File: config.mk
export PLATFORM = sky130hd
export DESIGN_NAME = ram_access_ctrl
export DESIGN_NICKNAME = d
export VERILOG_FILES = /design/src/rtl/ram_access_ctrl.sv
export SDC_FILE = /design/constraint.sdc
export NUM_CORES = 1
export LEC_CHECK = 0
export ABC_CLOCK_PERIOD_IN_PS = 3700
export BUFFER_PORTS_ARGS = -buffer_cell sky130_fd_sc_hd__buf_4
export CAP_MARGIN = 20
export CORE_UTILIZATION = 50
export DETAILED_ROUTE_END_ITERATION = 10
export PLACE_DENSITY_LB_ADDON = 0.05
export RECOVER_POWER = 50
export SLEW_MARGIN = 20
export SYNTH_ARGS = -nofsm -noshare
export SYNTH_HDL_FRONTEND = slang
export SYNTH_SLANG_ARGS = --single-unit
File: constraint.sdc
create_clock -name clk -period 3.7 [get_ports clk]
set_input_delay 0.185 -clock clk [delete_from_list [all_inputs] [get_ports clk]]
set_output_delay 0.185 -clock clk [all_outputs]
set_load 0.02 [all_outputs]
File: src/rtl/ram_access_ctrl.sv
// ram_access_ctrl: single-request load/store sequencer for the 256x16 data RAM.
// It handles full-word reads and writes, and does a read-modify-write for byte-masked writes.
module ram_access_ctrl #(
    parameter int ADDR_W = 8,
    parameter int DATA_W = 16
) (
    input  logic              clk,
    input  logic              reset_n,
    input  logic              req_valid,
    output logic              req_ready,
    input  logic              req_wr,
    input  logic [ADDR_W-1:0] req_addr,
    input  logic [DATA_W-1:0] req_wdata,
    input  logic [1:0]        req_be,
    output logic              done,
    output logic [DATA_W-1:0] rdata,
    output logic              ram_we,
    output logic [ADDR_W-1:0] ram_addr,
    output logic [DATA_W-1:0] ram_din,
    input  logic [DATA_W-1:0] ram_dout
);
    typedef enum logic [2:0] {IDLE, RD_ADDR, RD_DATA, WR, DONE} state_t;
    state_t state, state_nx;
    logic [ADDR_W-1:0] addr_q;
    logic [DATA_W-1:0] wdata_q, merge_q, rdata_q, merged;
    logic [1:0] be_q;
    logic wr_q, accept;
    assign accept = req_valid && state == IDLE;
    // Enabled lanes come from the request, the rest from the word just read back.
    assign merged = {be_q[1] ? wdata_q[DATA_W-1:DATA_W/2] : ram_dout[DATA_W-1:DATA_W/2],
                     be_q[0] ? wdata_q[DATA_W/2-1:0] : ram_dout[DATA_W/2-1:0]};
    always_comb begin
        state_nx = state;
        unique case (state)
            IDLE:    state_nx = !req_valid ? IDLE : !req_wr ? RD_ADDR :
                                req_be == 2'b11 ? WR : req_be == 2'b00 ? DONE : RD_ADDR;
            RD_ADDR: state_nx = RD_DATA;
            RD_DATA: state_nx = wr_q ? WR : DONE;
            WR:      state_nx = DONE;
            DONE:    state_nx = IDLE;
            default: state_nx = IDLE;
        endcase
    end
    always_ff @(posedge clk or negedge reset_n) begin
        if (!reset_n) begin
            state   <= IDLE;
            addr_q  <= '0;
            wdata_q <= '0;
            merge_q <= '0;
            rdata_q <= '0;
            be_q    <= '0;
            wr_q    <= 1'b0;
        end else begin
            state <= state_nx;
            if (accept) begin
                addr_q  <= req_addr;
                wdata_q <= req_wdata;
                be_q    <= req_be;
                wr_q    <= req_wr;
                if (req_wr) merge_q <= req_wdata;
            end
            if (state == RD_DATA) begin
                if (wr_q) merge_q <= merged;
                else rdata_q <= ram_dout;
            end
        end
    end
    assign req_ready = state == IDLE;
    assign done      = state == DONE;
    assign ram_we    = state == WR;
    assign ram_addr  = addr_q;
    assign ram_din   = merge_q;
    assign rdata     = rdata_q;
endmodule
==> results.md, run 1 <==
* Status: complete, but fails checks
* Failing checks: capacitance limit, slew limit
* Met3 Track Usage GR at 0.05749
* Post-cts resize count at 0
* Fillers at 454
* Final setup vio count at 0
* Post-DP Area at 0.003425 mm²
* Critical R2R Launch: state[0]
* Pwr Density at 879.7 mW/mm²
* Arrival time worst endpoint at 2250 ps
* Fin. Hold Viols at 0
* Maximum clock rate at 491.4 MHz
* Post-route ant nets at 0
* Cell area after layout at 0.003450 mm²
* Non-Filler Instances at 413
* Max Cap Viol at 1
* ANT cells at 0
* Lkg Pwr at 0.001721 µW
* Initial antenna violation count at 0
* Initial Utilization at 0.5310
* Worst-path clk slew at 60 ps
* Number of flops mapped to enable cells by yosys at 0
* H-tree levels at 3
* Num CTS Buffers at 9
* GRT Total Usage at 0.2308
* Post-layout min period at 2035 ps
* Hold Path Sink: ram_addr[4]
* CP peak stage delay at 730 ps
* First DRT Iteration DRCs at 120
* Largest net degree at the start of global routing at 63
* First-pass GRT wire length at 10.39 mm
* Max-slew violations at 63
* Post-Syn Area at 0.002764 mm²
* Main synth FF type: dfrtp_1
* Setup tns final at 0 ps
* Chip width at 76.35 µm
* Setup ws final at 1665 ps
* Slowest CP cell: nor4b_4
* Placement Rows at 26
* Total number of vias at 2234
* Crit Reg-Reg Endpoint: rdata[6]
* Setup Slack @ Placement at 1664 ps
* GR Overflow Total at 0
* Worst skew pair latency at 330 ps
* Gate Count Post-Synth at 255
* Post-synth cell types at 24
* DRT Pass-1 Iters at 5
* Max_slew headroom at -0.03098
* CTS root buffer: clkbuf_8
* Syn Nets at 301
* Synth top area share at 0.5613
* Worst IR Drop VDD at 472.2 µV
* CTS tree: done
* Synth-to-Final Area Change at 24.81%
* Die H at 76.35 µm
* WL per Instance at 15.30 µm
* Hold Path Cell Cnt at 3
* Vias in the first global route at 2107
* Dpl hpwl at 4.027 mm
* Critical Path, Cell by Cell: nor4b_4, buf_4, mux2_2
* Hold Crit Start: req_addr[4]
* GRT met2 Usage at 0.3523
* Vias/cell at 5.409
* CP Capture Type: flip-flop
* Worst Setup SP: state[0]
* Tightest Pin Transition at 1546 ps
* Crit path kind: flip-flop to flip-flop
* DRC Markers at 0
* I/O pin count at 89
* Share of layout cells above drive strength 1 at 0.2391
* R2R depth at 3
* Met1 Resource Use GR at 0.3211
* Flop2flop setup slack at 1660 ps
* Total clock sinks at 62
* Synthesis Warnings at 0
* Top post-synthesis cells by area: dfrtp_1 56%, nand2_1 11%, mux2_2 6.5%
* Die area at 0.005829 mm²
* Most Crowded Layer GR: met2
* Gpl congestion at 0.7309
* Largest area contributor in the netlist: dfrtp_1
* Total wire length at 6.320 mm
* Unrepaired setup endpoints after global routing: no
* Final worst path period share at 0.5500
* CP required at 3910 ps
* Class of the worst hold path: input port to flip-flop
* Commonest cells in the netlist: 80 x nand2_1, 62 x dfrtp_1
* Count leader, synth: nand2_1
* Number of nets in the layout at 385
* Type of origin of the critical path: flip-flop
* Sequential share of the synthesized area at 0.5613
* Asr flop ratio synth at 1.000
* Core area at 0.005205 mm²
* #FFs+latches synth at 62
* Placed Cells at 397
* Final Skew at 4.605 ps
* Worst-path fanout max at 9
* Clock Path Buffers at 2
* Syn_area_per_cell at 10.84 µm²
* Number of port buffers at 88
## routing by layer
| metal | vias to the layer above | share of wire |
|---|---|---|
| li1 | 1039 | - |
| met1 | 1092 | 0.46 |
| met2 | 93 | 0.46 |
| met3 | 10 | 0.062 |
| met4 | 0 | 0.014 |
| met5 | - | 0 |
## flip-flops by register name (all words and copies together) (netlist names)
name,cells
state,3
ram_addr,8
be_q,2
wdata_q,16
rdata,16
ram_din,16
wr_q,1
## worst max path at each step
| stage | endpoint | depth (start not counted) |
|---|---|---|
| after floorplan | rdata[10] | 4 |
| after global placement | rdata[4] | 3 |
| after detailed placement | rdata[6] | 3 |
| after CTS | rdata[6] | 3 |
| after global routing | rdata[7] | 3 |
| final | rdata[6] | 3 |
## per-stage QoR
stage	total power, µW	hold slack (ps)	utilization
after floorplan	2175	-110.6	-
after global placement	2666	317.9	0.6579
after detailed placement	2715	324.0	0.6579
after CTS	3239	35.14	0.6921
after global routing	3235	45.22	0.6627
final	3034	43.00	0.6627
## cell families (layout without fill, tap and decap cells)
kind of cell    count (synthesis)  count (layout)  share of synthesized area
compound gates                 19              19                    0.06519
buf+inv                        19             107                    0.03984
flops                          62              62                     0.5613
mux                            32              32                     0.1231
simple gates                  123             123                     0.2105
## worst max-delay path: cells and delay by family (launching register included)
family / cells / cell delay (ps)
buf+inv: 1 / 340
mux: 1 / 360
simple gates: 1 / 730
flops: 1 / 490
## cells in the final DEF (no fill, tap or decap)
master / n
nand2_4: 1
nand4_1: 1
a31oi_1: 1
or4b_1: 1
a211o_1: 1
and3b_1: 1
nand4bb_1: 1
clkbuf_1: 43
a311o_1: 16
clkbuf_8: 11
nand2b_1: 1
clkinv_2: 1
mux2i_1: 16
dfrtp_1: 62
o21ai_0: 1
and3_1: 16
buf_4: 50
nor4b_4: 2
mux2_2: 16
nor2_1: 16
dlygate4sd3_1: 1
clkbuf_2: 1
nand2_1: 80
nor3_1: 1
nor3b_1: 2
## cell type report
type	instances	area, µm²	area share
clock buffers	14	162.7	0.04715
flip-flops and latches	62	1551	0.4498
well taps	70	87.58	0.02539
multi-input cells	174	1102	0.3196
repair buffers	92	540.5	0.1567
clock inverters	1	5.005	0.001451
## what timing repair did
action | in CTS | in global routing
hold buffers | 1 | 0
buffers inserted | 0 | 0
endpoints found under the hold margin | 62 | 0
## where the power goes
part	total [µW]	internal (µW)	leakage (µW)	switching (µW)
logic	1260	507	0.000874	749
clock network	523	276	0.0000865	247
registers	1260	1010	0.000761	244
total	3030	1790	0.00172	1240
(Power assumes the default switching activity.)
==> run 2: changes to the inputs <==
ABC_CLOCK_PERIOD_IN_PS = 1720   (was 3700)
CORE_UTILIZATION = 45   (was 50)
clock period = 1.72 ns   (was 3.7 ns; I/O delays follow)
==> results.md, run 2 (synthesis results as in run 1) <==
* Status: finished clean
* WL per Instance at 15.02 µm
* Max-slew violations at 0
* Critical path's top delay family: flip-flops
* Clock Path Buffers at 2
* Vias/cell at 5.137
* Flop2flop setup slack at 80 ps
* Hold Path Cell Cnt at 2
* Maximum clock rate at 608.7 MHz
* Dpl hpwl at 4.205 mm
* Worst skew pair latency at 330 ps
* Leading cell type in the layout, fill and taps excluded: nand2_1
* Post-layout min period at 1643 ps
* DRT Pass-1 Iters at 5
* Final Skew at 8.648 ps
* First DRT Iteration DRCs at 121
* Largest net degree at the start of global routing at 63
* Commonest cells after routing, fill and taps aside: 80 x nand2_1, 73 x buf_4, 62 x dfrtp_1, 42 x dlygate4sd3_1, 22 x clkbuf_1
* H-tree levels at 3
* Pwr Density at 1722 mW/mm²
* Post-route ant nets at 0
* Die area at 0.006459 mm²
* Setup tns final at 0 ps
* Slowest CP cell: dfrtp_1
* Final worst path period share at 0.9552
* Crit path kind: flip-flop to flip-flop
* Num CTS Buffers at 9
* Share of layout cells above drive strength 1 at 0.2839
* Setup Slack @ Placement at 52.54 ps
* Post-DP Area at 0.003521 mm²
* Arrival time worst endpoint at 1860 ps
* Crit Reg-Reg Endpoint: rdata[11]
* Worst Setup SP: state[0]
* CP Capture Type: flip-flop
* Number of nets in the layout at 434
* Worst-path fanout max at 9
* Cell area after layout at 0.004020 mm²
* Max Cap Viol at 0
* Postcts setup bufs at 0
* Tightest Pin Transition at 870.7 ps
* Gpl congestion at 0.7799
* Initial antenna violation count at 0
* Fin. Hold Viols at 0
* Critical R2R Launch: state[0]
* CP peak stage delay at 470 ps
* Total wire length at 7.000 mm
* Worst-path clk slew at 60 ps
* Initial Utilization at 0.4668
* Critical Path, Cell by Cell: buf_4, nor4b_4, buf_6, mux2_2
* Final setup vio count at 0
* DRC Markers at 0
* Total number of vias at 2394
* R2R depth at 4
* GRT Total Usage at 0.2293
* CP Buf/Inv Count at 2
* Chip width at 80.37 µm
* Max_slew headroom at 0.4195
* Type of origin of the critical path: flip-flop
* I/O pin count at 89
* Vias in the first global route at 2295
* Hold Path Sink: rdata[15]
* Core area at 0.005921 mm²
* Unrepaired setup endpoints after global routing: no
* Synth-to-Final Area Change at 45.45%
* Class of the worst hold path: input port to flip-flop
* First-pass GRT wire length at 11.03 mm
* Die H at 80.37 µm
* Number of port buffers at 88
* Setup ws final at 77.07 ps
* Total clock sinks at 62
* ANT cells at 0
* Placement Rows at 28
* Hold Crit Start: ram_dout[15]
* Lkg Pwr at 0.002011 µW
* Worst IR Drop VDD at 994.9 µV
* CTS root buffer: clkbuf_8
* CTS tree: done
* GR Overflow Total at 0
* Fillers at 509
* CP required at 1930 ps
run 2: changes by cell type in the layout (fill, tap and decap cells not counted), sizes merged:
cell and change:
dlygate4sd3 +41, buf +27, clkbuf -21, clkinv +1
run 2: worst max path at each step:
stage / endpoint / slack (ps) / depth (start not counted)
2_1_floorplan: rdata[10] / 110 / 4
3_3_place_gp: ram_din[6] / 90 / 4
3_5_place_dp: ram_din[14] / 50 / 4
4_1_cts: ram_din[14] / 30 / 4
5_1_grt: rdata[9] / 1 / 4
6_report: rdata[11] / 80 / 4
run 2: repair_timing:
| action | 4_1_cts | 5_1_grt |
|---|---|---|
| hold buffers | 42 | 0 |
| hold endpoints to repair | 103 | 0 |
| resized for setup | 0 | 3 |
| endpoints found under the setup margin | 0 | 24 |
run 2: where the power goes:
group	leakage (µW)	internal [µW]	switching (µW)
registers	0.000761	2180	536
logic	0.00117	1460	1680
clock network	0.0000821	542	522
total	0.00201	4180	2740
run 2: per-stage QoR:
step,std cells,power (µW),utilization,hold slack (ps)
3_3_place_gp,410,5918,0.5947,113.9
6_report,466,6922,0.6790,22.56
3_5_place_dp,410,5996,0.5947,111.2
2_1_floorplan,255,4680,-,-209.6
4_1_cts,466,7159,0.6919,6.410
5_1_grt,466,7383,0.6790,11.61
run 2: area by class of cell:
| cell class | instances | area (µm²) | share of cell area |
|---|---|---|---|
| Tap cell | 75 | 93.84 | 0.02334 |
| Timing Repair Buffer | 141 | 1112 | 0.2767 |
| Multi-Input combinational cell | 174 | 1107 | 0.2754 |
| Clock buffer | 12 | 145.1 | 0.03610 |
| Clock inverter | 2 | 10.01 | 0.002490 |
| Sequential cell | 62 | 1551 | 0.3859 |
run 2: metal layers:
metal  part of all wire  track usage
met1               0.46       0.3105
met4              0.017       0.1018
met5                  0            0
met3              0.055      0.04432
met2               0.47       0.3559
run 2: worst register-to-register path: cells and delay by family (launching register included):
family / cells / cell delay, ps
flops: 1 / 470
buf+inv: 2 / 400
mux: 1 / 350
simple gates: 1 / 320
==> run 3: changes to the inputs <==
HOLD_SLACK_MARGIN = 0.06   (was not set)
==> results.md, run 3 (synthesis results as in run 1) <==
* Critical R2R Launch: state[0]
* Vias/cell at 5.088
* Synth-to-Final Area Change at 45.81%
* CP Capture Type: flip-flop
* Max-slew violations at 0
* Worst IR Drop VDD at 991.4 µV
* Chip width at 80.37 µm
* GRT Total Usage at 0.2293
* Setup tns final at 0 ps
* Worst-path clk slew at 60 ps
* GR Overflow Total at 0
* WL per Instance at 14.87 µm
* Tightest Pin Transition at 867.4 ps
* Pwr Density at 1716 mW/mm²
* Final setup vio count at 0
* Die H at 80.37 µm
* Initial Utilization at 0.4668
* Total wire length at 6.946 mm
* Share of layout cells above drive strength 1 at 0.2832
* Largest net degree at the start of global routing at 63
* R2R depth at 4
* Die area at 0.006459 mm²
* Vias in the first global route at 2295
* Number of nets in the layout at 435
* Worst skew pair latency at 330 ps
* ANT cells at 0
* Post-route ant nets at 0
* Power Total at 6915 µW
* Flop2flop setup slack at 80 ps
* Fin. Hold Viols at 0
* CTS tree: done
* Cell area after layout at 0.004030 mm²
* Final worst path period share at 0.9541
* Post-layout min period at 1641 ps
* First DRT Iteration DRCs at 109
* Total number of vias at 2376
* Initial antenna violation count at 0
* H-tree levels at 3
* CP required at 1930 ps
* Class of the worst hold path: input port to flip-flop
* Setup Slack @ Placement at 52.54 ps
* Commonest cells after routing, fill and taps aside: 80 x nand2_1, 73 x buf_4, 62 x dfrtp_1, 43 x dlygate4sd3_1, 22 x clkbuf_1
* Arrival time worst endpoint at 1850 ps
* Worst-path fanout max at 9
* Hold Path Cell Cnt at 3
* Gpl congestion at 0.7799
* Leading cell type in the layout, fill and taps excluded: nand2_1
* Total clock sinks at 62
* Final Skew at 7.440 ps
* Type of origin of the critical path: flip-flop
* Max_slew headroom at 0.4217
* Postcts setup bufs at 0
* CTS root buffer: clkbuf_8
* Number of port buffers at 88
* Crit Reg-Reg Endpoint: rdata[11]
* Core area at 0.005921 mm²
* DRC Markers at 0
* Max Cap Viol at 0
* First-pass GRT wire length at 11.03 mm
* Crit path kind: flip-flop to flip-flop
* Clock Path Buffers at 2
* I/O pin count at 89
* Dpl hpwl at 4.205 mm
* Placement Rows at 28
* Status: finished clean
* Core Util, Final at 0.6807
* Post-DP Area at 0.003521 mm²
* DRT Pass-1 Iters at 4
* Unrepaired setup endpoints after global routing: no
* Maximum clock rate at 609.4 MHz
* Num CTS Buffers at 9
* Hold Path Sink: state[1]
* Setup ws final at 78.93 ps
* Lkg Pwr at 0.002015 µW
* Hold Crit Start: req_wr
[run 3: cell count changes in the layout (fill, tap and decap cells not counted)]
cell | before | now
dlygate4sd3_1 | 42 | 43
[run 3: how the worst max path moves through the flow]
stage                     slack [ps]           to     start
after detailed placement          50  ram_din[14]  state[1]
final                             80    rdata[11]  state[0]
after global placement            90   ram_din[6]  state[1]
after CTS                         30  ram_din[14]  state[1]
after global routing               1     rdata[9]  state[0]
after floorplan                  110    rdata[10]  state[0]
[run 3: what timing repair did]
action,in CTS,in global routing
hold buffers,43,0
hold endpoints to repair,104,0
endpoints found under the setup margin,0,24
resized for setup,0,3
[run 3: metrics by stage]
stage,hold slack [ps],std cells
after floorplan,-209.6,255
after global placement,113.9,410
after detailed placement,111.2,410
after CTS,140.7,467
after global routing,160.4,467
final,155.7,467
[run 3: final cells by class]
class                      instances  area, µm²
timing repair buffer             142       1122
clock inverter                     2      10.01
clock buffer                      12      145.1
multi-input combinational        174       1107
tap                               75      93.84
sequential                        62       1551
fill                             506       1891
[run 3: critical path, stage by stage (launching register included)]
cell and delay [ps]:
dfrtp_1 470, buf_4 190, nor4b_4 320, buf_6 210
mux2_2 340
[run 3: per-layer routing]
layer  share of wire  track usage  up-vias
li1                -            -     1141
met1            0.46       0.3105     1141
met2            0.46       0.3559       84
met3           0.056      0.04432       10
met4           0.018       0.1018        0
met5               0            0        -
[run 3: power by group]
| part | switching (µW) | total (µW) | internal (µW) |
|---|---|---|---|
| registers | 537 | 2710 | 2180 |
| clock network | 519 | 1060 | 542 |
| logic | 1680 | 3140 | 1460 |
| total | 2730 | 6920 | 4180 |
